## src/rtl/ysyx_24100029_ifu.sv

```systemverilog
// Instruction fetch unit: one outstanding single-beat read, a redirect-aware discard path,
// and an optional perf-counter pair enabled by the IFU_PERF_CNT_EN macro.
module ysyx_24100029_ifu #(
    parameter int                 ADDR_W   = 32,
    parameter logic [ADDR_W-1:0]  RESET_PC = 32'h3000_0000
) (
    input  logic              clock,
    input  logic              reset,
    output logic [ADDR_W-1:0] araddr,
    output logic              arvalid,
    input  logic              arready,
    input  logic [31:0]       rdata,
    input  logic [1:0]        rresp,
    input  logic              rvalid,
    output logic              rready,
    output logic              master_valid,
    input  logic              master_ready,
    output logic [31:0]       inst,
    output logic [ADDR_W-1:0] pc,
    input  logic              redirect_valid,
    input  logic [ADDR_W-1:0] redirect_pc,
    output logic [31:0]       fetch_cnt,
    output logic [31:0]       stall_cnt,
    output logic [1:0]        dbg_state
);

    // All three channels (ar, r, master) use the same rule: a transfer happens on a rising
    // edge where valid and ready are both high; valid never drops and its payload never
    // changes until that transfer, except that a redirect withdraws master_valid.
    typedef enum logic [1:0] {
        S_REQ  = 2'd0,
        S_RESP = 2'd1,
        S_OUT  = 2'd2
    } state_t;

    localparam logic [31:0] EBREAK = 32'h0010_0073;
    localparam logic [1:0]  OKAY   = 2'b00;

    state_t            state;
    logic [ADDR_W-1:0] fetch_pc_q;
    logic [ADDR_W-1:0] next_pc_q;
    logic              discard_q;
    logic              arvalid_q;
    logic              rready_q;

    assign araddr       = fetch_pc_q;
    assign arvalid      = arvalid_q;
    assign rready       = rready_q;
    assign dbg_state    = state;
    // Gated combinationally so a wrong-path word is never handed to decode.
    assign master_valid = (state == S_OUT) && !redirect_valid;

    always_ff @(posedge clock or negedge reset) begin
        if (!reset) begin
            state      <= S_REQ;
            fetch_pc_q <= RESET_PC;
            next_pc_q  <= RESET_PC;
            discard_q  <= 1'b0;
            inst       <= 32'h0;
            pc         <= '0;
            arvalid_q  <= 1'b0;
            rready_q   <= 1'b0;
        end else begin
            case (state)
                S_REQ: begin
                    if (redirect_valid) begin
                        next_pc_q <= redirect_pc;
                        discard_q <= 1'b1;
                    end
                    // arvalid_q is low only in the first cycle after reset release.
                    if (arvalid_q && arready) begin
                        arvalid_q <= 1'b0;
                        rready_q  <= 1'b1;
                        state     <= S_RESP;
                    end else begin
                        arvalid_q <= 1'b1;
                    end
                end
                S_RESP: begin
                    if (rvalid && rready_q) begin
                        rready_q <= 1'b0;
                        if (discard_q || redirect_valid) begin
                            fetch_pc_q <= redirect_valid ? redirect_pc : next_pc_q;
                            discard_q  <= 1'b0;
                            arvalid_q  <= 1'b1;
                            state      <= S_REQ;
                        end else begin
                            inst  <= (rresp == OKAY) ? rdata : EBREAK;
                            pc    <= fetch_pc_q;
                            state <= S_OUT;
                        end
                    end else if (redirect_valid) begin
                        next_pc_q <= redirect_pc;
                        discard_q <= 1'b1;
                    end
                end
                S_OUT: begin
                    if (redirect_valid) begin
                        fetch_pc_q <= redirect_pc;
                        arvalid_q  <= 1'b1;
                        state      <= S_REQ;
                    end else if (master_ready) begin
                        fetch_pc_q <= fetch_pc_q + ADDR_W'(4);
                        arvalid_q  <= 1'b1;
                        state      <= S_REQ;
                    end
                end
                default: begin
                    arvalid_q <= 1'b0;
                    rready_q  <= 1'b0;
                    state     <= S_REQ;
                end
            endcase
        end
    end

`ifdef IFU_PERF_CNT_EN
    logic [31:0] fetch_cnt_q;
    logic [31:0] stall_cnt_q;

    always_ff @(posedge clock or negedge reset) begin
        if (!reset) begin
            fetch_cnt_q <= 32'h0;
            stall_cnt_q <= 32'h0;
        end else begin
            if (master_valid && master_ready)  fetch_cnt_q <= fetch_cnt_q + 32'd1;
            if (master_valid && !master_ready) stall_cnt_q <= stall_cnt_q + 32'd1;
        end
    end

    assign fetch_cnt = fetch_cnt_q;
    assign stall_cnt = stall_cnt_q;
`else
    assign fetch_cnt = 32'h0;
    assign stall_cnt = 32'h0;
`endif

endmodule

```

## config.mk

```make
export PLATFORM = sky130hd
export DESIGN_NAME = ysyx_24100029_ifu
export DESIGN_NICKNAME = d
export VERILOG_FILES = /design/src/rtl/ysyx_24100029_ifu.sv
export SDC_FILE = /design/constraint.sdc
export NUM_CORES = 1
export LEC_CHECK = 0
export ABC_AREA = 1
export BUFFER_PORTS_ARGS = -buffer_cell sky130_fd_sc_hd__buf_2
export CAP_MARGIN = 20
export CELL_PAD_IN_SITES_DETAIL_PLACEMENT = 1
export CELL_PAD_IN_SITES_GLOBAL_PLACEMENT = 2
export CORE_UTILIZATION = 31
export CTS_BUF_LIST = sky130_fd_sc_hd__clkbuf_4
export DETAILED_ROUTE_END_ITERATION = 6
export GPL_TIMING_DRIVEN = 0
export PLACE_DENSITY = 0.87
export SLEW_MARGIN = 20
export SYNTH_ARGS = -nofsm -noshare
export SYNTH_HDL_FRONTEND = slang
export SYNTH_SLANG_ARGS = --single-unit
```

## constraint.sdc

```tcl
create_clock -name clock -period 4.4 [get_ports clock]
set_input_delay 0 -clock clock [delete_from_list [all_inputs] [get_ports clock]]
set_output_delay 0 -clock clock [all_outputs]
set_load 0.01 [all_outputs]
```

# Yosys cells after proc, flatten, opt, wreduce, memory -nomap -nowiden
# Index checks and enable logic that the tools add are counted.
# totals
ff_bits,133
word_cells,63
output_inout_bits,165
# op_classes
n_reduce_logical,16
add_sub_neg,1
bitwise,2
n_eq_ne,8
mux,28
# op_table
cell,count
32-bit 2-to-1 mux,7
32-bit one-hot mux with 2 select lines,2
"32-bit by 3-bit adder with 32-bit output, second input constant",1
3-bit AND reduction,4
1-bit 2-to-1 mux,10
2-bit 2-to-1 mux,5
"2-bit != test, second input constant",4
"3-bit != test, second input constant",2
1-bit one-hot mux with 3 select lines,2
2-bit one-hot mux with 3 select lines,1
2-bit logical NOT,2
2-bit AND reduction,2
4-bit AND reduction,1
2-bit nonzero test,2
1-bit logical AND,3
"2-bit by 1-bit equality test with 1-bit output, second input constant",1
"2-bit equality test, second input constant",1
1-bit NOT,2
1-bit one-hot mux with 2 select lines,1
1-bit logical NOT,1
1-bit logical OR,1

# Longest topological paths before layout
# Gate-level depths: netlist of the first run.
# depth
ltp_word,4
mapped_depth,12

# Worst setup path before layout of the first run
# Ideal clock, no wire load.
# synth_timing
path_type,reg-to-reg
startpoint,reg state[0] (netlist: dbg_state[0])
endpoint,reg fetch_pc_q[3] (netlist: araddr[3])
slack_ps,2761
n_path_buf,3
t_required_ps,4326
t_arrival_ps,1566
synth_period_minus_slack_ps,1639
stages_incl_launch_ff,13
path_cell_list,dfrtp_1 inv_1 ha_1 buf_2 nand2_1 nand2_2 nor2_4 nand2_4 inv_2 buf_6 buf_8 nand2_1 o21ai_2
# synth_via
elab_chain_len,3
elab_cells_between_ends,8
# synth_rtl
element,line_no,rtl
start: declaration,39,state_t state;
start signal: assignment,55,state <= S_REQ;
start signal: assignment,74,state <= S_RESP;
start signal: assignment,86,state <= S_REQ;
2-bit equality test or 2-bit by 1-bit equality test with 1-bit output (tied branches),64,case (state)
"3-bit != test (no source line), or another cell as far along",n/a,
4-bit AND reduction (no source line),n/a,
end signal: assignment,83,fetch_pc_q <= redirect_valid ? redirect_pc : next_pc_q;
end signal: assignment,99,fetch_pc_q <= redirect_pc;
end signal: assignment,103,fetch_pc_q <= fetch_pc_q + ADDR_W'(4);
end: declaration,40,logic [ADDR_W-1:0] fetch_pc_q;
# Parallel ways exist; a longest one is shown, timed or not.
# A chain may end at the register's enable or synchronous reset.

# Worst setup path after layout of the first run
# layout_timing
startpoint,reg state[0] (netlist: dbg_state[0])
endpoint,out master_valid
# layout_via
elab_chain_len,2
# layout_rtl
element,line_no,rtl
2-bit equality test,51,assign master_valid = (state == S_OUT) && !redirect_valid;
1-bit logical AND,51,
end: declaration,16,"output logic master_valid,"
# Every way passes these cells.

==> results.toml, run 1 <==
[worst_setup_path]
cp_slowest_cell = "dfrtp_1"
crit_buf_inv = 5
worstRegToRegCells = 8
critPathLaunch = "dbg_state[0]"
slowest_delay_ns = 0.45
crit_type = "flop to output port"
cp_num_cells = 7
path_max_fanout = 10
cp-end-kind = "output port"
r2r_start = "dbg_state[1]"
worstSetupStartpointType = "flop"
path_delay_family = "buffers and inverters"
cp_common_cell = "buf_2"
r2r_setup_slack_ns = 2.20
reg2reg_to = "inst[23]"
critical_path_arrival_ns = 2.44
worstPathCellList = "inv_1 > ha_1 > buf_2 > inv_1 > nor2_2 > buf_2 > buf_2"
crit_end = "master_valid"
cp_data_required_time_ns = 4.40

[routing]
drt_pass1_iterations = 7
avgViaCountPerCell = 4.53
drc = 0
routed_wl_um = 26100
drtIter0Drc = 336
vias = 7284
ant_nets = 0
wl_per_cell_um = 16.3

[synthesis]
seq_area_frac_synth_pct = 46.0
synthTopCellsByArea = "dfrtp_1, nand2_1, buf_4"
yosysUniqueCellTypes = 34
synth_area_mm2 = 0.00725
yosysTopAreaCellShare_pct = 44.5
syn_avg_cell_area_um2 = 7.71
synth_cells = 941
netlist.top_cell.by_area = "dfrtp_1"
synth-seq-cells = 133
yosys_warnings = 0

[floorplan]
die-area_mm2 = 0.0240
rows = 55
io_pins = 237
die_height_um = 155
initial_core_util_pct = 31.8
die_width_um = 155
fp.coreArea_mm2 = 0.0228

[timing]
final.setup_skew_ns = 0.0168
worst_pin_slew_ns = 0.643
max-slew-margin-rel_pct = 57.0
hold_violations = 0
drv_slew = 0
fmax_ghz = 0.409
finalSetupViolations = 0
period_share_pct = 55.5
rsz0062_at_grt = "false"
tns_ns = 0
finalCriticalPeriod_ns = 2.44

[placement]
dp.cells = 1489
gp_congestion = 0.855
portBuffers = 171
dp_hpwl_um = 19100
placed_area_mm2 = 0.00877

[clock_network]
cts_root_buffer = "clkbuf_4"
cts.sinks = 133
clk_latency_ns = 0.55
cts_setup_buffers = 0
ctsLongestPathBuffers = 2
cts_max_level = 4
cts_tree = "yes"
cts_inserted_buffers = 17
cts.repair.resized = 0
clk_pin_slew_worst_paths_ns = 0.12

[pwr]
p_leak_nw = 5.24
powerDensity_mw_per_mm2 = 614
ir_drop_uv = 271

[cells_and_area]
nets = 1357
drive_gt1_share_pct = 25.8
fin_cells = 1608
layout_common_cells = "nand2_1, buf_2, dfrtp_1"
stdcell_area_mm2 = 0.00991
final_common_cell = "nand2_1"
syn_to_final_growth_pct = 36.7

[min_path]
hp-class = "input port to flop"
worstHoldStart = "rresp[0]"

[flow_run]
max-cap-violations = 0

[run_status]
outcome = "finished clean"

[global_routing]
grt_max_degree = 69
grt_first_pass_wirelength_um = 41300
grt_antenna_before_repair = 1
grt.overflow.total = 0
grt_pass1_vias = 7552
grt_util_all_layers_pct = 22.4
## kinds of logic (layout without fill, tap and decap cells)
| group | after synthesis | after routing | synth area share (%) |
|---|---|---|---|
| AO/OA/AOI/OAI | 170 | 170 | 12.9 |
| XOR/XNOR | 5 | 5 | 0.604 |
| adder cells (fa/ha/maj) | 5 | 5 | 0.863 |
| buffers and inverters | 179 | 468 | 13.6 |
| flip-flops | 133 | 133 | 46.0 |
| other | 1 | 66 | 0.0517 |
| AND/OR/NAND/NOR | 448 | 448 | 26.0 |
## area by class of cell
cell class,count,area (µm²)
inverters,74,278
flip-flops and latches,133,3330
plain buffers,105,707
well taps,313,392
clock buffers,24,180
diodes,2,5.00
multi-input cells,692,3170
repair buffers,257,1760
fillers,2892,12900
clock inverters,8,86.3
## layer usage
metal	track usage (%)	share of wire, %	vias to the layer above
li1	-	-	3574
met1	27.6	45	3459
met3	4.15	5.2	34
met5	0	0	-
met2	39.4	48	217
met4	6.93	2.0	0
## flip-flops by register name (all words and copies together) (netlist names)
signal and cells:
araddr 32, inst 32, next_pc_q 32, pc 32, dbg_state 2, arvalid 1
discard_q 1, rready 1
## worst min path at each step
stage | end | slack [ns] | cells after the start
after floorplan | araddr[0] | -0.30 | 0
after global placement | inst[28] | 0.23 | 3
after detailed placement | inst[10] | -0.003 | 1
after CTS | inst[30] | 0.1 | 5
after global routing | inst[2] | 0.15 | 5
final | inst[14] | 0.16 | 5
## worst min-delay path, stage by stage
cell	delay (ns)
buf_2	0.08
nor2_1	0.13
clkbuf_1	0.28
nand3_1	0.15
nand2_1	0.05
## stage by stage
step / power, W / util [%] / worst slack (ns) / hold WS (ns)
floorplan: 0.00401 / - / 2.76 / -0.296
global placement: 0.00509 / 38.4 / 1.26 / 0.229
detailed placement: 0.00519 / 38.5 / 2.34 / -0.00258
CTS: 0.00612 / 43.5 / 1.93 / 0.0960
global route: 0.00660 / 43.5 / 1.81 / 0.152
finish: 0.00608 / 43.5 / 1.96 / 0.157
## power by group
group	switching (W)	leakage [nW]	internal, W	total, W
clock	0.000446	0.155	0.000373	0.000819
sequential	0.000449	1.68	0.00179	0.00223
combinational	0.00192	3.41	0.00111	0.00303
## Yosys cell counts, drive strengths merged
library cell / count
clkbuf: 10
nand4: 1
o31ai: 3
nor3: 2
a21boi: 5
a21oi: 40
buf: 95
o41ai: 1
a31oi: 21
nand2: 279
o22ai: 7
dfrtp: 129
o221ai: 1
xor2: 5
o211ai: 1
conb: 1
inv: 74
and2: 1
nor2: 106
nand3: 59
o21ai: 91
dfstp: 4
ha: 5
## timing repair
item,in CTS,in global routing
endpoints found under the hold margin,234,0
setup endpoints to repair,0,0
hold buffers,85,0
No activity file was read; power rests on OpenSTA's default activity.
==> inputs of run 2 (changes only) <==
Settings changed: CORE_UTILIZATION 31 to 26, PLACE_DENSITY 0.87 to 0.78.
Clock period 4.4 ns to 2.15 ns, I/O delays scaled along.
==> run 2 against run 1 <==
Compared with the run above: global-route usage decreased by 3.7 points; worst setup slack got worse by 1.8 ns; utilization is 6.6 points lower; clock-buffer cell count fell by 6; sequential power up 100%; final cell count increased by 3.4%; final area up 1.3%; critical path type is now flop to flop; critical endpoint is now arvalid; largest power group unchanged.
==> results.toml, run 2 (synthesis gave the netlist of run 1 again) <==
[run_status]
outcome = "finished clean"

[clock_network]
cts_inserted_buffers = 17
cts.sinks = 133
cts_tree = "yes"
clk_latency_ns = 0.57
cts_root_buffer = "clkbuf_4"
cts_max_level = 4
ctsLongestPathBuffers = 2
clk_pin_slew_worst_paths_ns = 0.13

[worst_setup_path]
cp_data_required_time_ns = 2.65
worstPathCellList = "inv_1 > ha_1 > clkbuf_4 > nand2_1 > nand2_2 > o41ai_1 > dlygate4sd3_1"
path_max_fanout = 8
crit_type = "flop to flop"
worstSetupStartpointType = "flop"
cp_slowest_cell = "dlygate4sd3_1"
critical_path_arrival_ns = 2.51
slowest_delay_ns = 0.59
cp-end-kind = "flop"
path_delay_family = "buffers and inverters"
crit_buf_inv = 3

[placement]
placed_area_mm2 = 0.00885
dp_hpwl_um = 19900
gp_congestion = 0.841
place_ws_ns = 0.0835
portBuffers = 171

[cells_and_area]
post-route-util_pct = 37.0
stdcell_area_mm2 = 0.0100
drive_gt1_share_pct = 26.3
fillers = 3423
syn_to_final_growth_pct = 38.5
nets = 1353
regArea_mm2 = 0.00333
layout_common_cells = "nand2_1, buf_2, dfrtp_1"
multi_input_area_mm2 = 0.00318
final_common_cell = "nand2_1"

[global_routing]
grt_pass1_vias = 7299
grt_first_pass_wirelength_um = 41200
grt_antenna_before_repair = 1
grt.overflow.total = 0
grt_max_degree = 73
grt_util_all_layers_pct = 18.7

[timing]
timing.final.ws_setup_ns = 0.136
max-slew-margin-rel_pct = 59.9
fmax_ghz = 0.496
final.setup_skew_ns = 0.0239
hold_violations = 0
worst_pin_slew_ns = 0.602
finalCriticalPeriod_ns = 2.01
finalSetupViolations = 0
rsz0062_at_grt = "false"
period_share_pct = 93.7
hold-worst-slack_ns = 0.0849
drv_slew = 0

[floorplan]
initial_core_util_pct = 26.7
io_pins = 237
fp.coreArea_mm2 = 0.0272
die-area_mm2 = 0.0286
rows = 60
die_width_um = 169
die_height_um = 169

[routing]
avgViaCountPerCell = 4.31
ant_nets = 0
vias = 7170
drtIter0Drc = 425
wl_per_cell_um = 15.8
drt_pass1_iterations = 4
routed_wl_um = 26200
drc = 0

[flow_run]
max-cap-violations = 0

[pwr]
powerDensity_mw_per_mm2 = 1290
p_leak_nw = 5.27
ir_drop_uv = 595

[min_path]
hp-class = "input port to flop"
run 2: metal layers:
metal | GRT usage (%) | vias up | share of wire (%)
li1 | - | 3561 | -
met1 | 24.3 | 3390 | 47
met2 | 31.6 | 199 | 47
met3 | 4.28 | 20 | 5.1
met4 | 4.19 | 0 | 1.3
met5 | 0 | - | 0
run 2: worst paths after layout:
kind                         startpoint    endpoint  slack (ns)  depth (start not counted)
setup / recovery           dbg_state[0]     arvalid        0.14                          7
hold / removal                 rresp[1]    inst[17]        0.08                          5
setup reg to reg           dbg_state[0]     arvalid        0.14                          7
hold reg to reg                inst[20]    inst[20]        0.49                          2
max in group asynchronous         reset  araddr[29]        0.85                          4
min in group asynchronous         reset    inst[10]        0.52                          3
run 2: repair_timing:
| item | 4_1_cts | 5_1_grt |
|---|---|---|
| gates resized for setup | 3 | 8 |
| pin swaps | 1 | 0 |
| hold endpoints to repair | 232 | 0 |
| cloned | 0 | 0 |
| buffers inserted | 1 | 1 |
| hold buffers | 79 | 0 |
| setup endpoints to repair | 1 | 18 |
run 2: layout make-up:
cell class              instances  area share, %
well taps                     372           4.63
repair buffers                253           16.9
multi-input cells             692           31.6
clock inverters                14           2.30
plain buffers                 105           7.18
inverters                      74           2.77
diodes                          1         0.0249
flip-flops and latches        133           33.2
clock buffers                  18           1.35
run 2: stage by stage:
stage | cells | setup TNS, ns | total power [W]
after global routing | 1662 | 0 | 0.0141
after CTS | 1660 | 0 | 0.0131
after global placement | 1547 | -131.22 | 0.0105
after floorplan | 1004 | 0 | 0.00820
after detailed placement | 1548 | 0 | 0.0107
final | 1662 | 0 | 0.0130
run 2: where the power goes:
group / switching [W] / internal [W] / total [W] / leakage (nW)
Combinational: 0.00397 / 0.00228 / 0.00625 / 3.41
Sequential: 0.000884 / 0.00365 / 0.00454 / 1.67
Clock: 0.00102 / 0.00116 / 0.00219 / 0.181
run 2: worst reg2reg max path, cell delays in order (launching register included):
cell and delay [ns]:
dfrtp_1 0.40, inv_1 0.09, ha_1 0.19, clkbuf_4 0.18, nand2_1 0.11, nand2_2 0.10
o41ai_1 0.31, dlygate4sd3_1 0.59
